<file path="src/rtl/fp_convert_ctrl.sv">
// fp_convert_ctrl: converts a 12-bit two's-complement sample into a
// sign / 3-bit exponent / 4-bit significand triple using a five-state FSM.
module fp_convert_ctrl (
    input  logic        clk,
    input  logic        rst,
    input  logic        in_valid,
    output logic        in_ready,
    input  logic [11:0] D,
    output logic        out_valid,
    input  logic        out_ready,
    output logic        S,
    output logic [2:0]  E,
    output logic [3:0]  F,
    output logic [7:0]  conv_count
);

    typedef enum logic [2:0] {
        IDLE  = 3'd0,
        MAG   = 3'd1,
        NORM  = 3'd2,
        ROUND = 3'd3,
        DONE  = 3'd4
    } state_t;

    state_t      state;
    logic [11:0] d_reg;
    logic [11:0] mag;
    logic [2:0]  exp_r;
    logic        sign_r;

    logic [11:0] mag_abs;
    logic [3:0]  f_trunc;
    logic        r_bit;
    logic [3:0]  f_rnd;
    logic [2:0]  e_rnd;

    // Magnitude of the captured sample; the most negative code saturates.
    always_comb begin
        mag_abs = d_reg;
        if (d_reg == 12'h800) begin
            mag_abs = 12'h7FF;
        end else if (d_reg[11]) begin
            mag_abs = (~d_reg) + 12'd1;
        end
    end

    // Round-half-up on the normalised magnitude, with carry into the exponent.
    always_comb begin
        f_trunc = mag[10:7];
        r_bit   = mag[6];
        f_rnd   = f_trunc;
        e_rnd   = exp_r;
        if (r_bit) begin
            if (f_trunc != 4'hF) begin
                f_rnd = f_trunc + 4'd1;
            end else if (exp_r != 3'd7) begin
                f_rnd = 4'b1000;
                e_rnd = exp_r + 3'd1;
            end else begin
                f_rnd = 4'hF;
                e_rnd = 3'd7;
            end
        end
    end

    // Control FSM with registered handshake outputs and result registers.
    always_ff @(posedge clk) begin
        if (rst) begin
            state      <= IDLE;
            in_ready   <= 1'b1;
            out_valid  <= 1'b0;
            S          <= 1'b0;
            E          <= 3'd0;
            F          <= 4'd0;
            conv_count <= 8'd0;
            d_reg      <= 12'd0;
            mag        <= 12'd0;
            exp_r      <= 3'd0;
            sign_r     <= 1'b0;
        end else begin
            unique case (state)
                IDLE: begin
                    if (in_valid) begin
                        d_reg    <= D;
                        in_ready <= 1'b0;
                        state    <= MAG;
                    end
                end
                MAG: begin
                    sign_r <= d_reg[11];
                    mag    <= mag_abs;
                    exp_r  <= 3'd7;
                    state  <= NORM;
                end
                NORM: begin
                    if (exp_r == 3'd0 || mag[10]) begin
                        state <= ROUND;
                    end else begin
                        mag   <= {mag[10:0], 1'b0};
                        exp_r <= exp_r - 3'd1;
                    end
                end
                ROUND: begin
                    S         <= sign_r;
                    E         <= e_rnd;
                    F         <= f_rnd;
                    out_valid <= 1'b1;
                    state     <= DONE;
                end
                DONE: begin
                    if (out_ready) begin
                        conv_count <= conv_count + 8'd1;
                        out_valid  <= 1'b0;
                        in_ready   <= 1'b1;
                        state      <= IDLE;
                    end
                end
                default: begin
                    out_valid <= 1'b0;
                    in_ready  <= 1'b1;
                    state     <= IDLE;
                end
            endcase
        end
    end

endmodule

</file>
<file path="config.mk">
export PLATFORM = sky130hd
export DESIGN_NAME = fp_convert_ctrl
export DESIGN_NICKNAME = d
export VERILOG_FILES = /design/src/rtl/fp_convert_ctrl.sv
export SDC_FILE = /design/constraint.sdc
export NUM_CORES = 1
export LEC_CHECK = 0
export CAP_MARGIN = 30
export CORE_MARGIN = 2
export CORE_UTILIZATION = 36
export CTS_BUF_LIST = sky130_fd_sc_hd__clkbuf_4 sky130_fd_sc_hd__clkbuf_8
export CTS_CLUSTER_SIZE = 14
export DETAILED_ROUTE_END_ITERATION = 8
export HOLD_SLACK_MARGIN = 0.05
export SLEW_MARGIN = 20
export SYNTH_ARGS = -nofsm -noshare
export SYNTH_HDL_FRONTEND = slang
export SYNTH_SLANG_ARGS = --single-unit
</file>
<file path="constraint.sdc">
create_clock -name clk -period 5.15 [get_ports clk]
set_input_delay 1.03 -clock clk [delete_from_list [all_inputs] [get_ports clk]]
set_output_delay 1.03 -clock clk [all_outputs]
set_load 0.005 [all_outputs]
</file>
# Word level (Yosys, flattened, before mapping)
# Index checks and enable logic that the tools add are counted.
# Widths: inputs -> output; s select.
dict set report op_classes {
  eq_ne 11
  n_reduce_logical 12
  addsub 5
  mux 21
  bitwise 3
}
# operator n
set op_table {}
lappend op_table {{$mux 11} 3}
lappend op_table {{$mux 3} 8}
lappend op_table {{$pmux 11 s2} 1}
lappend op_table {{$pmux 3 s5} 1}
lappend op_table {{$eq 12x12->1 const B} 1}
lappend op_table {{$add 11x1->11 const B} 1}
lappend op_table {{$not 11->11} 1}
lappend op_table {{$add 8x1->8 const B} 1}
lappend op_table {{$mux 4} 2}
lappend op_table {{$ne 2x2->1 const B} 4}
lappend op_table {{$reduce_and 2->1} 4}
lappend op_table {{$eq 3x2->1 const B} 2}
lappend op_table {{$logic_not 3->1} 2}
lappend op_table {{$pmux 1 s3} 2}
lappend op_table {{$pmux 3 s2} 1}
lappend op_table {{$reduce_and 3->1} 2}
lappend op_table {{$reduce_or 3->1} 2}
lappend op_table {{$add 4x1->4 const B} 1}
lappend op_table {{$ne 4x4->1 const B} 1}
lappend op_table {{$add 3x1->3 const B} 1}
lappend op_table {{$eq 3x1->1 const B} 1}
lappend op_table {{$eq 3x3->1 const B} 1}
lappend op_table {{$mux 1} 3}
lappend op_table {{$ne 3x3->1 const B} 1}
lappend op_table {{4 further kinds} 5}
dict set report totals {
  in_bits 16
  out_inout_bits 18
  register_bits 48
  elab_cells 63
}

# Logic depth before layout (Yosys ltp)
# Gate-level depths: netlist of run 1.
dict set report depth {
  ltp_word 5
  ltp_mapped 8
  ltp_nobuf 7
}

# Least setup slack after synthesis of run 1
# No wires, ideal clock.
dict set report synth_path {
  kind {input port to flip-flop}
  startpoint {in in_valid}
  endpoint {reg in_ready}
  arrival_time_ns 2.021
  required_ns 5.036
  stages 3
  path_buffers 1
  setup_time_ns 0.114
  path_slack_ns 3.015
  cell_sequence {or4b_2 > clkbuf_1 > a21o_1}
}
dict set report synth_between {
  elab_chain_cells 2
}
# element line_no
set synth_rtl {}
lappend synth_rtl {{from (decl)} 6} ;# input logic in_valid,
lappend synth_rtl {{$ne 2x2->1 (no line)} -}
lappend synth_rtl {{$reduce_and 3->1 (no line)} -}
lappend synth_rtl {{to (signal assigned)} 70} ;# in_ready <= 1'b1;
lappend synth_rtl {{to (signal assigned)} 85} ;# in_ready <= 1'b0;
lappend synth_rtl {{to (signal assigned)} 114} ;# in_ready <= 1'b1;
lappend synth_rtl {{to (decl)} 7} ;# output logic in_ready,
# Every way passes these cells.
# A chain may end at the register's enable or synchronous reset.

==> metrics, run 1 <==
layout cell share with drive strength beyond 1=7.869%; via/cell ratio=5.178; Die X=84.21 um; Unique masters post-synth=51; setup total negative slack=0 ns; crit-path leading delay family=buffers and inverters; worst path cell trace=clkdlybuf4s50_1 -> buf_6 -> buf_4 -> nor2_1 -> o21ai_0 -> nor3_1; Largest register FFs=12; WP buf/inv=3; Synth area leaders=dfxtp_1, nand2_1, a21oi_1; gr ovfl total=0; CP Capture Type=register; crit path kind=in -> reg; n_diodes=0; Filler Cells Inserted=653; Hold Path Stages=2; final count of pins violating max slew=0; Post-synth EDFFs=0; Hold Vio Cnt, Final=0; Sink Count=48; Area Growth Syn to Fin=21.29%; Die Ht=84.21 um; Clk Latency, worst-skew pair=0.31 ns; Worst setup SP type=input pin; Power, Total=845.3 uW; worst slew pin tran=0.5675 ns; pwr/cell area=300.9 nW/um^2; Setup Skew=0.008299 ns; Post-CTS Resized=0; RSZ-0062 raised after global routing=false; port bufs=33; Synth top area share=41.49%; GPL Wtd Cong=0.7794; Pleak=0.9711 nW; first-pass detailed-route iteration total=6; warnings from Yosys=0; CTS Buffer Depth=2; Async SR Flop Fraction=0%; Top FF cell, synth=dfxtp_1; nets=326; critical-path maximum fanout=23; r2r worst-path depth=5; CP required=5.33 ns; crit-path max cell delay=0.83 ns; Yosys reg bits=48; Clock Root Buffer=clkbuf_8; Design Area, Final=2809 sq um; Avg Inst Size Synth=8.361 sq um; sequential area share after synthesis=41.49%; initial antenna violation count=0; vias in the first global route=1802; drt drc=0; critical path's slowest cell=clkdlybuf4s50_1; TritonCTS clock tree=built; fmax=415.3 MHz; CP arrival=2.59 ns; most area-hungry cell type in the Yosys netlist=dfxtp_1; postcts setup bufs=0; WL final=4.922 mm; Syn Inst Count=277; Max Cap Violations=0; pin count of the biggest net entering global routing=27; outcome=complete, no violations; first-pass GRT wire length=8.590 mm; Fin Hold WS=0.4521 ns; DRT iter0 DRCs=79; Rows=29; htree depth=2; Syn Std Cell Area=2316 sq um; worst hold path type=reg -> reg; fin crit share=46.75%; clk slew on worst S/H paths=0.09 ns; minimum clock period=2.408 ns; setup slack at placement=2.100 ns; Placed Area=2674 sq um; Avg WL per Cell=12.88 um; CTS Hold Bufs=0; Post-DRT Antenna Nets=0; relative slew slack=62.05%; post-route worst setup slack=2.742 ns; Initial Utilization=36.89%; HPWL after DPL=3.491 mm; Finish-stage setup viols=0; Max VDD drop=0.1696 mV; io pins=34; die area=7090 sq um; Core ar.=6277 sq um; vias post-DR=1978; All-Layer GR Usage=14.88%; Synth Net Count=299; Stages on worst setup path=6; CTS buffer count=5
-- power by group --
part	total, mW	switching, mW	internal [mW]
logic	0.146	0.0785	0.0677
clock network	0.274	0.124	0.149
registers	0.425	0.0309	0.394
total	0.845	0.234	0.612
-- routing by layer --
layer  vias up  wire [um]  track usage (%)
met4         0        112            7.038
met5         -          0                0
met2        37       2139            21.65
li1       1027          -                -
met1       906       2520            21.26
met3         8        149            2.753
-- logic make-up (layout without fill, tap and decap cells) --
kind of cell             count (synthesis)  count (layout)  share of synthesized area (%)
multiplexers                             2               2                         0.9184
flip-flops                              48              48                          41.49
XOR/XNOR                                16              16                          6.051
buffers and inverters                   25              53                          4.862
AO/OA/AOI/OAI                           65              65                          18.86
adder cells (fa/ha/maj)                  6               6                          3.241
AND/OR/NAND/NOR                        115             115                          24.58
-- cells in the final DEF (no fill, tap or decap), types with 3 or more instances in the layout --
master           count
nor2_1              24
o221ai_1             7
a311oi_1             4
clkdlybuf4s50_1     33
nand2_1             49
o21ai_0              7
nor3_1               5
or3_1                3
a211oi_1             3
clkbuf_8             5
a21oi_1             29
nand2b_1             5
inv_1                8
nand4_1              4
xnor2_1             10
dfxtp_1             48
nand3_1              5
ha_1                 6
xor2_1               6
-- path summary, 6_finish.rpt --
check | start | end | slack, ns
hold / removal | sign_r | S | 0.45
setup reg to reg | state[1] | mag[5] | 2.95
hold reg to reg | sign_r | S | 0.45
setup / recovery | rst | state[0] | 2.74
-- metrics by stage --
step                      instances  util [%]
after floorplan                 277         -
after global placement          371     42.60
after detailed placement        371     42.60
after CTS                       379     44.37
after global routing            382     44.75
final                           382     44.75
-- cell type report --
| cell class | count | area [sq um] | share of cell area [%] |
|---|---|---|---|
| clock buffers | 6 | 76.32 | 2.717 |
| clock inverters | 2 | 35.03 | 1.247 |
| inverters | 8 | 30.03 | 1.069 |
| multi-input cells | 204 | 1249 | 44.45 |
| flip-flops and latches | 48 | 960.9 | 34.21 |
| well taps | 77 | 96.34 | 3.430 |
| repair buffers | 37 | 361.6 | 12.87 |
-- Yosys cell counts (2+ instances only) --
cell type and count:
nand4_1 4, a311oi_1 4, and4_1 2, nand3_1 5, o221ai_1 7, o211ai_1 2
nand2b_1 5, clkbuf_1 11, nor2_1 24, ha_1 6, a21oi_1 29, o41ai_2 2
nor2b_1 2, nand3b_1 2, nor4_1 2, nor3_1 5, or2_2 2, xnor2_1 10
nand2_1 49, a211oi_1 3, xor2_1 6, or3_1 3, dfxtp_1 48, inv_1 8
o21ai_0 7, buf_1 3, buf_6 2
-- worst reg2reg max path, cell delays in order (launching register included) --
cell and delay [ns]:
dfxtp_1 0.50, or3b_4 0.52, nor3_4 0.36, or2_1 0.39, o221ai_1 0.19, a21oi_1 0.15
No activity file was read; power rests on OpenSTA's default activity.
==> run 2: changes to the inputs <==
clock period = 2.5 ns   (was 5.15 ns; I/O delays follow)
==> run 2 against run 1 <==
Die area unchanged. Clock-buffer cell count unchanged. Critical path type is now reg -> reg. Largest cell class unchanged. Clock power increased by 63%.
==> metrics, run 2 (synthesis gave the netlist of run 1 again) <==
Setup Skew=0.006194 ns (-0.002105 ns); WL final=5.000 mm (+1.6%); CP Capture Type=register; CTS buffer count=5 (unchanged); vias post-DR=1994 (+0.81%); gr ovfl total=0 (unchanged); DRT iter0 DRCs=109 (+38%); port bufs=33 (unchanged); Clk Latency, worst-skew pair=0.30 ns (about the same); relative slew slack=63.39% (+1.3 points); clk slew on worst S/H paths=0.08 ns (about the same); most frequent cells in the layout=nand2_1, dfxtp_1, clkdlybuf4s50_1, a21oi_1, nor2_1; initial antenna violation count=0 (unchanged); fin crit share=83.14%; htree depth=2 (unchanged); GPL Wtd Cong=0.7847 (+0.68%); outcome=complete, no violations; Hold Vio Cnt, Final=0 (unchanged); worst slew pin tran=0.5442 ns (-0.02328 ns); Finished Layout Cells=384 (+0.52%); drt drc=0 (unchanged); via/cell ratio=5.193 (+0.28%); n_diodes=0 (unchanged); worst hold path type=reg -> reg; first-pass GRT wire length=8.335 mm (-3.0%); RSZ-0062 raised after global routing=false; fmax=481.1 MHz; minimum clock period=2.079 ns; most common cell after layout, fill and taps aside=nand2_1; CP arrival=2.28 ns (-0.31 ns); Area Growth Syn to Fin=20.91%; Clock Root Buffer=clkbuf_8; HPWL after DPL=3.569 mm (+2.2%); Worst setup SP type=register; Sink Count=48 (unchanged); Rows=29 (unchanged); postcts setup bufs=0 (unchanged); vias in the first global route=1827 (+1.4%); Core ar.=6277 sq um (unchanged); TritonCTS clock tree=built; io pins=34 (unchanged); setup total negative slack=0 ns (unchanged); Pleak=0.9725 nW (+0.14%); layout cell share with drive strength beyond 1=8.469% (+0.60 points); Finish-stage setup viols=0 (unchanged); critical-path maximum fanout=13 (-43%); Die Ht=84.21 um (unchanged); final count of pins violating max slew=0 (unchanged); final core occ=44.61% (-0.14 points); pwr/cell area=581.0 nW/um^2 (+93%); pin count of the biggest net entering global routing=19 (-30%); Post-CTS Resized=0 (unchanged); crit path kind=reg -> reg; CTS Hold Bufs=0 (unchanged); CTS Buffer Depth=2 (unchanged); Max Cap Violations=0 (unchanged); Max VDD drop=0.2774 mV (+64%); # placed instances=377 (+1.6%); Avg WL per Cell=13.02 um (+1.1%); die area=7090 sq um (unchanged); Largest register FFs=12 (unchanged); Initial Utilization=36.89% (unchanged); Post-DRT Antenna Nets=0 (unchanged); CP required=2.70 ns (-2.63 ns); Die X=84.21 um (unchanged); first-pass detailed-route iteration total=4 (-2); All-Layer GR Usage=14.29% (-0.59 points); nets=329 (+0.92%)
==> run 2: path summary, 6_finish.rpt <==
path | to | slack (ns) | from | cells after the start
hold reg to reg | E[1] | 0.45 | E[1] | 2
hold / removal | E[1] | 0.45 | E[1] | 2
setup reg to reg | mag[9] | 0.42 | state[1] | 6
setup / recovery | mag[9] | 0.42 | state[1] | 6
==> run 2: through the flow <==
step	setup slack [ns]	power, mW	hold slack (ns)	instance area, sq um
floorplan	0.7949	1.105	0.4321	2316
global placement	0.4331	1.192	0.4408	2719
detailed placement	0.4028	1.199	0.4482	2719
CTS	0.4058	1.645	0.4593	2800
global route	0.2662	1.717	0.4728	2800
finish	0.4214	1.627	0.4545	2800
==> run 2: layout make-up <==
type | instances | area [sq um]
Sequential cell | 48 | 960.9
Timing Repair Buffer | 40 | 382.9
Tap cell | 77 | 96.34
Fill cell | 643 | 3477
Clock inverter | 1 | 5.005
Inverter | 8 | 30.03
Clock buffer | 6 | 76.32
Multi-Input combinational cell | 204 | 1249
==> run 2: report_power, final <==
part           total, mW  switching (mW)  internal, mW
registers          0.878          0.0651         0.812
logic              0.303           0.161         0.142
clock network      0.446           0.245         0.202
==> run 2: worst max-delay path, stage by stage (launching register included) <==
cell     delay (ns)
dfxtp_1        0.52
or3b_4         0.53
nor3_4         0.22
buf_4          0.19
nor2_4         0.07
or3_1          0.36
o32ai_1        0.10
==> run 2: layer usage <==
metal	global-route usage (%)	wire length, um
met1	19.32	2547
met3	2.655	166
met5	0	0
met2	22.66	2200
met4	5.572	86
